File: src/rtl/piece_ctrl.sv
// piece_ctrl
// Controls the falling piece of a block-stacking game. It spawns pieces from
// an 8-bit LFSR generator, applies player commands and gravity, hard-drops,
// asks the board store to lock the piece in, and waits for the clear to
// finish. A piece that locks while the board reports overflow ends the game.
//
// Ports
//   clk, rst                      : clock, asynchronous active-high reset
//   btn_left/right/rot/down/drop  : one-cycle debounced command pulses
//   tick                          : one-cycle gravity pulse
//   el, er, eu, edrop             : board permissions for left, right,
//                                   rotate and one-row-down of the piece
//   overflow                      : board reports the piece overlaps the top
//   refresh_done                  : board store finished lock-in and clear
//   x, y                          : origin of the falling piece
//   piece_type                    : current piece type, 1..7
//   dir                           : current rotation
//   next_type                     : preview of the following piece, 1..7
//   refresh                       : one-cycle lock request to the board store
//   game_over                     : high once the game has ended

module piece_ctrl #(
   parameter int         SPAWN_X   = 3,
   parameter int         SPAWN_Y   = 0,
   parameter logic [7:0] LFSR_SEED = 8'hA5
) (
   input  logic       clk,
   input  logic       rst,
   input  logic       btn_left,
   input  logic       btn_right,
   input  logic       btn_rot,
   input  logic       btn_down,
   input  logic       btn_drop,
   input  logic       tick,
   input  logic       el,
   input  logic       er,
   input  logic       eu,
   input  logic       edrop,
   input  logic       overflow,
   input  logic       refresh_done,
   output logic [4:0] x,
   output logic [4:0] y,
   output logic [2:0] piece_type,
   output logic [1:0] dir,
   output logic [2:0] next_type,
   output logic       refresh,
   output logic       game_over
);

   typedef enum logic [2:0] {
      S_SPAWN,
      S_FALL,
      S_HARD,
      S_LOCK,
      S_WAIT_CLR,
      S_OVER
   } state_t;

   state_t     state_q, state_d;
   logic [7:0] lfsr_q, lfsr_d;
   logic [4:0] x_q, x_d;
   logic [4:0] y_q, y_d;
   logic [1:0] dir_q, dir_d;
   logic [2:0] type_q, type_d;
   logic [2:0] next_type_q, next_type_d;
   logic       refresh_q, refresh_d;
   logic       ovf_q, ovf_d;

   logic [7:0] lfsr_step;
   logic [2:0] lfsr_piece;

   // Fibonacci LFSR with taps 8,6,5,4 (bits 7,5,4,3), shifting toward the MSB.
   // The generator never yields type 0, so a zero candidate is folded onto 1.
   always_comb begin
      lfsr_step  = {lfsr_q[6:0], lfsr_q[7] ^ lfsr_q[5] ^ lfsr_q[4] ^ lfsr_q[3]};
      lfsr_piece = (lfsr_step[2:0] == 3'd0) ? 3'd1 : lfsr_step[2:0];
   end

   // Next-state and datapath. Everything holds by default; refresh is a
   // single-cycle pulse so it defaults low and is raised only from LOCK.
   always_comb begin
      state_d     = state_q;
      lfsr_d      = lfsr_q;
      x_d         = x_q;
      y_d         = y_q;
      dir_d       = dir_q;
      type_d      = type_q;
      next_type_d = next_type_q;
      refresh_d   = 1'b0;
      ovf_d       = ovf_q;

      case (state_q)
         S_SPAWN: begin
            x_d         = 5'(SPAWN_X);
            y_d         = 5'(SPAWN_Y);
            dir_d       = 2'd0;
            type_d      = next_type_q;
            lfsr_d      = lfsr_step;
            next_type_d = lfsr_piece;
            state_d     = S_FALL;
         end

         // One command per cycle; the if/else chain encodes the priority and
         // silently drops any lower-priority pulse arriving alongside.
         S_FALL: begin
            if (btn_drop) begin
               state_d = S_HARD;
            end else if (btn_rot) begin
               if (eu) begin
                  dir_d = dir_q + 2'd1;
               end
            end else if (btn_left) begin
               if (el) begin
                  x_d = x_q - 5'd1;
               end
            end else if (btn_right) begin
               if (er) begin
                  x_d = x_q + 5'd1;
               end
            end else if (btn_down || tick) begin
               if (edrop) begin
                  y_d = y_q + 5'd1;
               end else begin
                  state_d = S_LOCK;
               end
            end
         end

         S_HARD: begin
            if (edrop) begin
               y_d = y_q + 5'd1;
            end else begin
               state_d = S_LOCK;
            end
         end

         // Overflow is captured here because the board flags are only valid
         // for the piece position that is being locked in.
         S_LOCK: begin
            refresh_d = 1'b1;
            ovf_d     = overflow;
            state_d   = S_WAIT_CLR;
         end

         S_WAIT_CLR: begin
            if (refresh_done) begin
               state_d = ovf_q ? S_OVER : S_SPAWN;
            end
         end

         S_OVER: begin
            state_d = S_OVER;
         end

         default: begin
            state_d = S_SPAWN;
         end
      endcase
   end

   // State and datapath registers with asynchronous reset to the spawn point.
   always_ff @(posedge clk or posedge rst) begin
      if (rst) begin
         state_q     <= S_SPAWN;
         lfsr_q      <= LFSR_SEED;
         x_q         <= 5'(SPAWN_X);
         y_q         <= 5'(SPAWN_Y);
         dir_q       <= 2'd0;
         type_q      <= 3'd1;
         next_type_q <= 3'd1;
         refresh_q   <= 1'b0;
         ovf_q       <= 1'b0;
      end else begin
         state_q     <= state_d;
         lfsr_q      <= lfsr_d;
         x_q         <= x_d;
         y_q         <= y_d;
         dir_q       <= dir_d;
         type_q      <= type_d;
         next_type_q <= next_type_d;
         refresh_q   <= refresh_d;
         ovf_q       <= ovf_d;
      end
   end

   assign x          = x_q;
   assign y          = y_q;
   assign piece_type = type_q;
   assign dir        = dir_q;
   assign next_type  = next_type_q;
   assign refresh    = refresh_q;
   assign game_over  = (state_q == S_OVER);

endmodule

File: config.mk
export PLATFORM = sky130hd
export DESIGN_NAME = piece_ctrl
export DESIGN_NICKNAME = d
export VERILOG_FILES = /design/src/rtl/piece_ctrl.sv
export SDC_FILE = /design/constraint.sdc
export NUM_CORES = 1
export LEC_CHECK = 0
export CAP_MARGIN = 20
export CORE_MARGIN = 8
export CORE_UTILIZATION = 55
export CTS_BUF_LIST = sky130_fd_sc_hd__clkbuf_8
export DETAILED_ROUTE_END_ITERATION = 7
export DONT_BUFFER_PORTS = 1
export PLACE_DENSITY_LB_ADDON = 0.1
export SETUP_SLACK_MARGIN = 0.5
export SLEW_MARGIN = 20
export SYNTH_ARGS = -nofsm -noshare
export SYNTH_HDL_FRONTEND = slang
export SYNTH_SLANG_ARGS = --single-unit
export TNS_END_PERCENT = 50
File: constraint.sdc
create_clock -name clk -period 2.95 [get_ports clk]
set_input_delay 0.59 -clock clk [delete_from_list [all_inputs] [get_ports clk]]
set_output_delay 0.59 -clock clk [all_outputs]
set_load 0.05 [all_outputs]
==> results of run 1 <==
cell usage in the layout, fill, tap and decap left out, types with 2 or more instances in the layout:
cell	n
a211oi_1	2
a21oi_1	9
buf_4	3
clkbuf_8	7
dfrtp_1	23
dfstp_2	8
ha_1	4
inv_1	7
mux2_2	3
mux2_4	2
mux2i_1	6
nand2_1	43
nand2b_1	6
nand3_1	4
nand3b_1	3
nor2_1	6
nor3_1	2
nor3b_1	3
o21a_1	2
o21ai_0	5
o21bai_1	2
xnor2_1	4
power by group through the flow:
| stage | Clock (mW) | Combinational, mW | Sequential [mW] |
|---|---|---|---|
| final | 0.366 | 0.630 | 0.883 |
| after global routing | 0.390 | 0.714 | 0.906 |
| after CTS | 0.377 | 0.636 | 0.884 |
| after detailed placement | 0 | 0.634 | 0.893 |
| after global placement | 0 | 0.615 | 0.880 |
| after floorplan | 0 | 0.593 | 0.824 |
metrics by stage:
step | power (mW) | util, %
2_1_floorplan | 1.42 | -
3_3_place_gp | 1.50 | 56.5
3_5_place_dp | 1.53 | 56.5
4_1_cts | 1.90 | 59.9
5_1_grt | 2.01 | 59.9
6_report | 1.88 | 59.9
cell type report:
class                      instances  area share [%]
clock buffer                       7            5.45
tap                               33            2.33
timing repair buffer               3            1.27
sequential                        31            44.4
multi-input combinational        125            45.0
clock inverter                     1           0.212
inverter                           6            1.27
worst max-delay path, cell delays in order (launching register included):
cell and delay [ns]:
dfrtp_1 0.48, or3_1 0.75, o21ai_2 0.24, o21a_4 0.20, mux2_4 0.30
registers in the layout, indices dropped and copies added, names as in the netlist:
signal / cells
x: 5
ovf_q: 1
dir: 2
refresh: 1
piece_type: 3
y: 5
lfsr_q: 8
next_type: 3
state_q: 3
worst max path at each step:
stage               cells after the start          endpoint  slack, ns
global placement                        4  x[3]$_DFFE_PP0P_       0.92
CTS                                     4  x[2]$_DFFE_PP0P_       0.85
global route                            4  x[2]$_DFFE_PP0P_       0.74
floorplan                               3         game_over       1.04
finish                                  4  x[3]$_DFFE_PP0P_       0.85
detailed placement                      4  x[2]$_DFFE_PP0P_       0.85
kinds of logic after synthesis:
| group | Yosys count | synth area share [%] |
|---|---|---|
| compound gates | 29 | 12.1 |
| simple gates | 76 | 22.3 |
| mux | 11 | 7.51 |
| buf+inv | 14 | 4.09 |
| flops | 31 | 47.6 |
| fa+ha+maj | 5 | 4.25 |
| xor+xnor | 4 | 2.12 |
layer usage:
layer | vias up | track usage (%) | wire, microns
met3 | 5 | 6.07 | 273
met4 | 0 | 4.62 | 23
met1 | 573 | 16.0 | 1410
met2 | 37 | 24.5 | 1600
li1 | 580 | - | -
met5 | - | 0 | 0
==> run summary, run 1 <==
Detail-routed via count per cell: 5.80
Area leader, netlist: dfrtp_1
Area Overhead vs Synth: 7.20%
Final ANT Viol Nets: 0
Ys async rst share: 100%
First-pass detailed-route iteration total: 4
Crit path kind: flop to flop
Pre-CTS setup slack: 0.851 ns
FMAX: 477 MHz
Buffer count from post-CTS setup fixing: 0
TNS Setup: 0 ns
Filler Cells Inserted: 259
DP Area: 0.00167 sq mm
H-tree depth: 2
Hold Buf Count CTS: 0
Rows: 20
Final setup fails: 0
EDFF count, synth: 0
Switching pwr: 0.859 mW
Antenna violations before repair: 0
RR Startpoint: state_q[2]$_DFFE_PP0P_
Via Count: 1,195
Max-slew violation count: 0
Routed len/inst: 16.0 microns
Synth unique cells: 43
Mapped Area: 0.00165 sq mm
Register area share after synthesis: 47.6%
Crit path time final: 2.10 ns
Post-CTS Resized: 0
Vias in the first global route: 1,222
Residual DRC: 0
Hold WS: 0.211 ns
Final Cycle Share: 71.1%
Antenna diodes: 0
Comb pwr share: 33.5%
GRT overflow: 0
Commonest cells in the netlist: 43 x nand2_1, 23 x dfrtp_1, 9 x a21oi_1
Worst min path class: primary input to asynchronous set/reset pin
Clock skew: 0.00877 ns
# port buffers: 0
Top FF cell, synth: dfrtp_1
Starting Density: 55.9%
Multi-input logic area: 797 sq um
Yosys Warn Count: 0
Sequential Area: 786 sq um
Die width: 70.8 microns
Synth Net Count: 189
Reg-to-reg endpoint: x[3]$_DFFE_PP0P_
DRT iter0 DRCs: 55
Core Footprint: 0.00295 sq mm
Synth area leaders: dfrtp_1 35%, dfstp_2 13%, nand2_1 9.8%
Max-Slew Margin vs Limit: 46.1%
DP HPWL: 2490 microns
Crit path DAT: 2.27 ns
Status: finished clean
Worst-Margin Slew: 0.808 ns
Synth top area share: 34.9%
GR Util All Layers: 14.5%
Total wire length: 3300 microns
DIE AREA: 0.00501 sq mm
Die Y-Extent: 70.8 microns
Clock Sinks: 31
CTS tree: built
Yosys reg bits: 31
Leak Pwr: 0.832 nW
Most frequent cell after synthesis: nand2_1
Root buf cell: clkbuf_8
Fraction of layout cells with a size suffix above 1: 15.6%
Final Hold Vio Count: 0
Layout Cells excl Fill: 206
Net Sw Frac: 45.7%
Crit path capture type: flop
Power Density: 1060 mW/mm^2
Skew-Pair Late Insertion Delay: 0.28 ns
Final net count: 191
Synthesized area per cell: 9.71 sq um
Placed insts: 198
Clock share of power: 19.5%
Pint: 1.02 mW
Largest net degree at the start of global routing: 26
RSZ-0062 raised after global routing: no
Worst-path clk slew: 0.07 ns
Critical path fanouts, max: 25
Top-level I/O count: 34
Required @ worst endpoint: 3.12 ns
Fin area: 0.00177 sq mm
Reg2Reg Depth: 4
Max-cap violations: 0
Peak VDD IR: 453 uV
CTS Buf Count: 5
Setup crit start kind: flop
Gpl congestion: 0.793
Final setup margin: 0.854 ns
First-pass GRT wire length: 5840 microns
Crit path from: state_q[2]$_DFFE_PP0P_
Sequential Power Share: 47.0%
R2r setup slk: 0.85 ns
Cells after Synth: 170
CTS max path bufs: 2
(Power assumes the default switching activity.)
==> inputs of run 2 (changes only) <==
==> constraint.sdc (replaced) <==
create_clock -name clk -period 2.1 [get_ports clk]
set_input_delay 0.42 -clock clk [delete_from_list [all_inputs] [get_ports clk]]
set_output_delay 0.42 -clock clk [all_outputs]
set_load 0.05 [all_outputs]
==> run 2 against run 1 <==
Power is 62% higher. Sequential cell count unchanged. Count of clock-buffer cells in the layout is the same. Clock skew is 0.0046 ns lower. Worst hold slack worse by 0.12 ns. Critical path depth increased by 1. Combinational power grew 130%. Via count rose by 3.8%. Setup slack got worse by 0.55 ns. Register-to-register slack worse by 0.55 ns. Die area is the same. Cell count increased by 8.7%. Critical path type unchanged.
==> run summary, run 2 (synthesized netlist as in run 1, its figures left out) <==
Status: finished clean
Sequential Power Share: 35.0%
RR Startpoint: x[1]$_DFFE_PP1P_
Worst-path clk slew: 0.07 ns
Core Footprint: 0.00295 sq mm
TNS Setup: 0 ns
Starting Density: 55.9%
Vias in the first global route: 1,308
Rows: 20
# port buffers: 0
RSZ-0062 raised after global routing: yes
Max-slew violation count: 0
CTS Buf Count: 5
Worst-Margin Slew: 0.600 ns
Required @ worst endpoint: 2.31 ns
Largest net degree at the start of global routing: 32
Antenna diodes: 0
Max-cap violations: 0
Residual DRC: 0
Biggest register: lfsr_q
Reg-to-reg endpoint: x[4]$_DFFE_PP0P_
Routed len/inst: 16.6 microns
FMAX: 558 MHz
DIE AREA: 0.00501 sq mm
Worst path slowest cell: dfstp_4
CTS tree: built
DP Area: 0.00175 sq mm
Hold Buf Count CTS: 0
Clock Sinks: 31
Skew-Pair Late Insertion Delay: 0.29 ns
DP HPWL: 2470 microns
CTS max path bufs: 2
First-pass detailed-route iteration total: 4
Setup crit start kind: flop
GRT overflow: 0
Leak Pwr: 0.951 nW
Net Sw Frac: 43.9%
Reg2Reg Depth: 5
First-pass GRT wire length: 6220 microns
R2r setup slk: 0.31 ns
Die width: 70.8 microns
Fraction of layout cells with a size suffix above 1: 31.4%
Max reg flops: 8
Final ANT Viol Nets: 0
Crit path capture type: flop
Switching pwr: 1.33 mW
Area Overhead vs Synth: 21.6%
Crit path time final: 1.79 ns
Comb pwr share: 48.1%
Total wire length: 3720 microns
Gpl congestion: 0.847
Top-level I/O count: 34
Largest stage delay, worst path: 0.73 ns
Most common cell after layout, fill and taps aside: nand2_1
Worst min path class: primary input to asynchronous set/reset pin
Detail-routed via count per cell: 5.54
Peak VDD IR: 957 uV
Final Cycle Share: 85.3%
Most frequent cells in the layout: 43 x nand2_1, 19 x dfrtp_1, 18 x buf_4
GR Util All Layers: 15.5%
Filler Cells Inserted: 232
Pint: 1.71 mW
DRT iter0 DRCs: 48
Worst-path cell chain: fa_2, nand3_2, nor4bb_4, or4_4, o211ai_2
Final net count: 209
Crit path DAT: 2.00 ns
Final Hold Vio Count: 0
Via Count: 1,240
Clock skew: 0.00413 ns
Final setup fails: 0
H-tree depth: 2
Die Y-Extent: 70.8 microns
Power Density: 1510 mW/mm^2
Clock share of power: 16.8%
Critical path fanouts, max: 4
Antenna violations before repair: 0
Max-Slew Margin vs Limit: 59.9%
Multi-input logic area: 883 sq um
Root buf cell: clkbuf_8
Crit path kind: flop to flop
Sequential Area: 798 sq um
Fin area: 0.00201 sq mm
[run 2: cell count changes in the layout (fill, tap and decap cells not counted), moves of 2 or more]
| cell | before | now |
|---|---|---|
| dfstp_2 | 8 | 6 |
| buf_4 | 3 | 18 |
| dfrtp_1 | 23 | 19 |
| dfstp_4 | 0 | 2 |
| buf_6 | 0 | 2 |
| dfrtp_2 | 0 | 4 |
| a21oi_1 | 9 | 6 |
| a21oi_2 | 0 | 3 |
[run 2: worst max-delay path by stage]
| stage | startpoint | end | slack, ns | depth (start not counted) |
|---|---|---|---|---|
| 6_report | x[1]$_DFFE_PP1P_ | x[4]$_DFFE_PP0P_ | 0.31 | 5 |
| 5_1_grt | state_q[0]$_DFFE_PP0P_ | x[4]$_DFFE_PP0P_ | 0.25 | 6 |
| 4_1_cts | x[0]$_DFFE_PP1P_ | x[4]$_DFFE_PP0P_ | 0.32 | 5 |
| 3_5_place_dp | state_q[2]$_DFFE_PP0P_ | x[3]$_DFFE_PP0P_ | 0.23 | 4 |
| 3_3_place_gp | state_q[2]$_DFFE_PP0P_ | x[3]$_DFFE_PP0P_ | 0.29 | 4 |
| 2_1_floorplan | x[1]$_DFFE_PP1P_ | x[4]$_DFFE_PP0P_ | 0.36 | 5 |
[run 2: per-layer routing]
metal,global-route usage [%],part of all wire (%),vias up
li1,-,-,613
met1,16.8,39,591
met2,26.1,51,29
met3,7.34,8.4,7
met4,5.31,1.2,0
met5,0,0,-
[run 2: final cells by class]
cell class	instances	share of cell area, %
Clock inverter	1	0.187
Sequential cell	31	39.8
Inverter	6	1.12
Timing Repair Buffer	21	8.04
Clock buffer	7	4.80
Multi-Input combinational cell	125	44.0
Tap cell	33	2.06
[run 2: repair_timing]
item | in CTS | in global routing
endpoints found under the setup margin | 9 | 11
endpoints found under the hold margin | 0 | 0
gates cloned | 0 | 0
pin swaps | 4 | 7
setup buffers | 3 | 8
gates resized for setup | 10 | 7
[run 2: stage by stage]
step	worst slack (ns)	total power [mW]	util, %	hold slack, ns	instances
CTS	0.318	2.89	64.7	0.0994	216
global route	0.249	3.22	68.0	0.129	224
detailed placement	0.229	2.26	59.2	0.410	205
floorplan	0.363	2.01	-	0.439	170
global placement	0.286	2.22	59.2	0.406	205
finish	0.309	3.04	68.0	0.0884	224
[run 2: critical path: cells and delay by family (launching register included)]
family,cells,cell delay [ns]
DFF,1,0.73
and+or+nand+nor,3,0.65
AOI/OAI and AO/OA,1,0.08
adders and majority gates,1,0.25
[run 2: power groups by stage]
stage	sequential (mW)	combinational (mW)	clock [mW]
after floorplan	1.17	0.836	0
final	1.06	1.46	0.511
after global placement	1.06	1.16	0
after CTS	1.07	1.30	0.524
after detailed placement	1.07	1.19	0
after global routing	1.09	1.59	0.551
==> inputs of run 3 (changes only) <==
--- a/config.mk
+++ b/config.mk
@@ -6,12 +6,13 @@
 export NUM_CORES = 1
 export LEC_CHECK = 0
 export CAP_MARGIN = 20
+export CORE_ASPECT_RATIO = 1.2
 export CORE_MARGIN = 8
 export CORE_UTILIZATION = 55
 export CTS_BUF_LIST = sky130_fd_sc_hd__clkbuf_8
 export DETAILED_ROUTE_END_ITERATION = 7
 export DONT_BUFFER_PORTS = 1
-export PLACE_DENSITY_LB_ADDON = 0.1
+export PLACE_DENSITY = 0.74
 export SETUP_SLACK_MARGIN = 0.5
 export SLEW_MARGIN = 20
 export SYNTH_ARGS = -nofsm -noshare
==> constraint.sdc (replaced) <==
create_clock -name clk -period 2.2 [get_ports clk]
set_input_delay 0.44 -clock clk [delete_from_list [all_inputs] [get_ports clk]]
set_output_delay 0.44 -clock clk [all_outputs]
set_load 0.05 [all_outputs]
==> run 3 against run 2 <==
Via count rose by 1.2%. First-iteration DRC count fell by 42%. Sequential share of layout area rose by 1.4 points. Utilization fell by 2.6 points. Combinational power fell by 18%. Non-clock buffer count fell by 6. Sequential power rose by 9%. Power fell by 9.5%. Sequential cell count did not move. Final area fell by 3.2%. Fmax fell by 1.9%. Worst hold slack improved by 0.039 ns.
==> run summary, run 3 (synthesized netlist as in run 1, its figures left out) <==
Status: finished clean
Final setup fails: 0
First-pass detailed-route iteration total: 4
DRT iter0 DRCs: 28
Final Cycle Share: 83.0%
Detail-routed via count per cell: 5.68
# port buffers: 0
Biggest register: lfsr_q
Crit path capture type: flop
Crit path time final: 1.83 ns
Rows: 22
Pint: 1.51 mW
TNS Setup: 0 ns
Final net count: 203
Crit path DAT: 2.02 ns
Most frequent cells in the layout: 43 x nand2_1, 18 x dfrtp_1, 13 x buf_4
Area Overhead vs Synth: 17.7%
Routed len/inst: 17.1 microns
Total wire length: 3780 microns
Critical path fanouts, max: 4
First-pass GRT wire length: 5940 microns
Comb pwr share: 43.1%
Vias in the first global route: 1,243
Filler Cells Inserted: 231
Most common cell after layout, fill and taps aside: nand2_1
Largest net degree at the start of global routing: 32
Hold Buf Count CTS: 0
CTS Buf Count: 5
Peak VDD IR: 940 uV
Crit path kind: flop to flop
Starting Density: 55.5%
Worst path slowest cell: dfstp_4
GR Util All Layers: 14.8%
Residual DRC: 0
Largest stage delay, worst path: 0.73 ns
Antenna violations before repair: 0
Switching pwr: 1.24 mW
Max reg flops: 8
Max-slew violation count: 0
Max-cap violations: 0
Clock share of power: 14.8%
Skew-Pair Late Insertion Delay: 0.28 ns
Fraction of layout cells with a size suffix above 1: 28.1%
Antenna diodes: 0
H-tree depth: 2
Root buf cell: clkbuf_8
Clock skew: 0.00528 ns
Gpl congestion: 0.904
Clock Sinks: 31
DIE AREA: 0.00502 sq mm
Worst-path cell chain: fa_2, nand3_2, nor4bb_4, or4_4, o211ai_2
Required @ worst endpoint: 2.40 ns
CTS tree: built
Die Y-Extent: 76.0 microns
Via Count: 1,255
Utilization after layout: 65.3%
Final ANT Viol Nets: 0
FMAX: 548 MHz
Max-Slew Margin vs Limit: 62.6%
Sequential Power Share: 42.0%
Setup crit start kind: flop
RSZ-0062 raised after global routing: yes
Worst min path class: primary input to asynchronous set/reset pin
Leak Pwr: 0.920 nW
Worst-Margin Slew: 0.560 ns
CTS max path bufs: 2
Core Footprint: 0.00297 sq mm
Final Hold Vio Count: 0
Worst-path clk slew: 0.06 ns
DP HPWL: 2710 microns
Net Sw Frac: 45.1%
GRT overflow: 0
Die width: 66.0 microns
Power Density: 1420 mW/mm^2
Top-level I/O count: 34
## run 3: cell types whose count changed in the layout (fill, tap and decap cells not counted), sizes merged
cell and delta:
clkbuf -1, buf -8, dlymetal6s2s +1, inv +1, clkinv +1
## run 3: routing by layer
layer / global-route usage (%) / up-vias / wire length [microns]
met4: 5.57 / 0 / 70
met2: 25.6 / 29 / 2020
met5: 0 / - / 0
met1: 15.7 / 611 / 1420
met3: 5.29 / 8 / 265
li1: - / 607 / -
## run 3: power groups by stage
stage	clock network [mW]	logic (mW)	registers (mW)
global placement	0	0.906	1.16
global route	0.446	1.29	1.18
finish	0.408	1.19	1.16
detailed placement	0	0.944	1.18
CTS	0.429	1.02	1.18
floorplan	0	0.802	1.12
## run 3: repair_timing
| action | 4_1_cts | 5_1_grt |
|---|---|---|
| endpoints found under the setup margin | 5 | 6 |
| pin swaps | 4 | 3 |
| buffers inserted | 1 | 9 |
| resized for setup | 11 | 2 |
## run 3: through the flow
step	area (sq um)	hold slack, ns	std cells	total power [mW]	worst slack, ns
after CTS	1860	0.132	212	2.62	0.363
after detailed placement	1720	0.440	203	2.12	0.260
after global routing	1940	0.154	221	2.92	0.317
after floorplan	1680	0.439	170	1.92	0.463
after global placement	1720	0.429	203	2.07	0.395
final	1940	0.127	221	2.75	0.375
## run 3: layout make-up
cell class	instances	area, sq um	share of cell area (%)
well taps	36	45.0	2.32
inverters	6	22.5	1.16
clock inverters	3	12.5	0.644
multi-input cells	125	878	45.2
repair buffers	15	115	5.93
flip-flops and latches	31	800	41.2
clock buffers	5	68.8	3.54
## run 3: critical path, delay by kind of cell (launching register included)
family / cells / cell delay, ns
simple gates: 3 / 0.68
fa+ha+maj: 1 / 0.25
flops: 1 / 0.73
compound gates: 1 / 0.09
## run 3: worst paths after layout
| path | from | to | slack [ns] | cells past startpoint |
|---|---|---|---|---|
| max | x[1]$_DFFE_PP1P_ | x[4]$_DFFE_PP0P_ | 0.37 | 5 |
| min reg2reg | lfsr_q[2]$_DFFE_PP1P_ | lfsr_q[2]$_DFFE_PP1P_ | 0.46 | 2 |
| max in group asynchronous | rst | next_type[0]$_DFFE_PP1P_ | 1.76 | 2 |
| max reg2reg | x[1]$_DFFE_PP1P_ | x[4]$_DFFE_PP0P_ | 0.37 | 5 |
| min in group clk | btn_drop | state_q[0]$_DFFE_PP0P_ | 0.26 | 1 |
| min | rst | ovf_q$_DFFE_PP0P_ | 0.13 | 2 |
==> variant: new RTL, settings of run 2 <==
Re-encode `state_t` (6 states) as one-hot, 6 bits wide.
--- a/src/rtl/piece_ctrl.sv
+++ b/src/rtl/piece_ctrl.sv
@@ -47,13 +47,13 @@
    output logic       game_over
 );
 
-   typedef enum logic [2:0] {
-      S_SPAWN,
-      S_FALL,
-      S_HARD,
-      S_LOCK,
-      S_WAIT_CLR,
-      S_OVER
+   typedef enum logic [5:0] {
+      S_SPAWN    = 6'b000001,
+      S_FALL     = 6'b000010,
+      S_HARD     = 6'b000100,
+      S_LOCK     = 6'b001000,
+      S_WAIT_CLR = 6'b010000,
+      S_OVER     = 6'b100000
    } state_t;
 
    state_t     state_q, state_d;
Behaviour: no difference found for any inputs over 10 cycles, from zero or initial values and one cycle with rst high; not proved beyond that.
==> variant against run 2 <==
Non-clock buffer count fell by 3; design area rose by 5.7%; core utilization fell by 2.8 points; synthesized area rose by 9.6%; largest cell class unchanged; sequential cell count rose by 3; sequential power rose by 8%; power fell by 3.7%; count of clock-buffer cells in the layout fell by 1; wire length rose by 10%; via count rose by 19%; worst setup slack got worse by 0.092 ns.
==> variant: results (changes against run 2) <==
outcome complete, no violations; M1 GR Usage 18.8% (+2.0 points); top layer reached by signal wires met4; Power Total 2.93 mW (-3.7%); GR Util met3 6.68% (-0.66 points); Avg Synthesized Cell Area 9.47 um2 (-2.4%); critical path arrival 1.46 ns (-0.54 ns); critical path's slowest cell dfrtp_2; mux cell area share after synthesis 0.553% (-7.0 points); Setup crit start state_q[2]$_DFFE_PP0P_; reg-to-reg endpoint state_q[3]$_DFFE_PP0P_; area of placed instances 0.00193 mm2 (+11%); met2 Track Usage GR 29.6% (+3.5 points); register area share after synthesis 47.6% (about the same); met2 WL post-DR 2080 um (+9.0%); distinct cell type count after synthesis 47 (+9.3%); vias in the first global route 1535 (+17%); Setup WS pre-CTS 0.257 ns (+0.0281 ns); wl on met1 1640 um (+13%); f_max 0.531 GHz (-4.9%); vias post-DR 1472 (+19%); R2R Setup Slk 0.28 ns (-0.03 ns); pin count of the biggest net entering global routing 16 (-50%); synth cell count leaders nand2_1, dfrtp_1, nor2_1; Worst-Margin Slew 0.568 ns (-0.0321 ns); max incr delay on CP 0.43 ns (-0.30 ns); placed insts 240 (+17%); global-route wire length before repair 7160 um (+15%); top cells by area, synth dfrtp_1, dfstp_2, nand2_1; fill cell count 277 (+19%); P_clk 0.493 mW (-4%); total wire length 4100 um (+10%); initial DRC count 135 (+180%); Worst setup endpoint game_over; clock skew 0.00836 ns (+0.00423 ns); reg-to-reg startpoint state_q[5]$_DFFE_PP0P_; combinational logic power 1.29 mW (-12%); Synth Area in Compound Gates 15.5% (+3.4 points); Peak VDD IR 822 uV (-14%); Hold WS 0.0231 ns (-0.0653 ns); share of cells above drive strength 1 27.4% (-4.1 points); drt wl/cell 15.9 um (-4.3%); Sw Ratio 45.4% (+1.6 points); cts bufs inserted 5 (unchanged); static leakage power 1.00 nW (+5.2%); RePlAce Congestion 0.841 (-0.71%); Post-DP HPWL 2920 um (+18%); Nets 230 (+10%); syn nets 210 (+11%); synthesized-area fraction occupied by adder cells 3.87% (-0.37 points); antenna violations before repair 0 (unchanged); Synth Area in XOR/XNOR 3.87% (+1.7 points); family with the most delay on the worst path simple AND/OR/NAND/NOR gates; Worst Path Max Fanout 3 (-1)
[variant: changes by cell type in the layout (fill, tap and decap cells not counted), sizes merged, moves of 3 or more]
cell	change
buf	-3
nand3	+4
mux2	-5
nand2b	-6
nor2	+9
mux2i	-5
nand2	+13
[variant: layout make-up]
cell class / count / area [um2] / share of cell area (%)
clock buffer: 6 / 82.6 / 3.89
clock inverter: 2 / 8.76 / 0.413
inverter: 5 / 22.5 / 1.06
multi-input combinational: 147 / 940 / 44.3
sequential: 34 / 872 / 41.1
tap: 46 / 57.6 / 2.71
timing repair buffer: 18 / 139 / 6.54
[variant: what timing repair did]
item | CTS | global route
resized for setup | 9 | 0
buffers inserted | 10 | 0
pin swaps | 5 | 1
setup endpoints to repair | 17 | 18
[variant: worst register-to-register path: stages (launching register included)]
cell     delay (ns)
dfrtp_2        0.42
nor3_2         0.45
nand2_4        0.17
o32ai_2        0.41
nor2_1         0.08
o22a_1         0.18
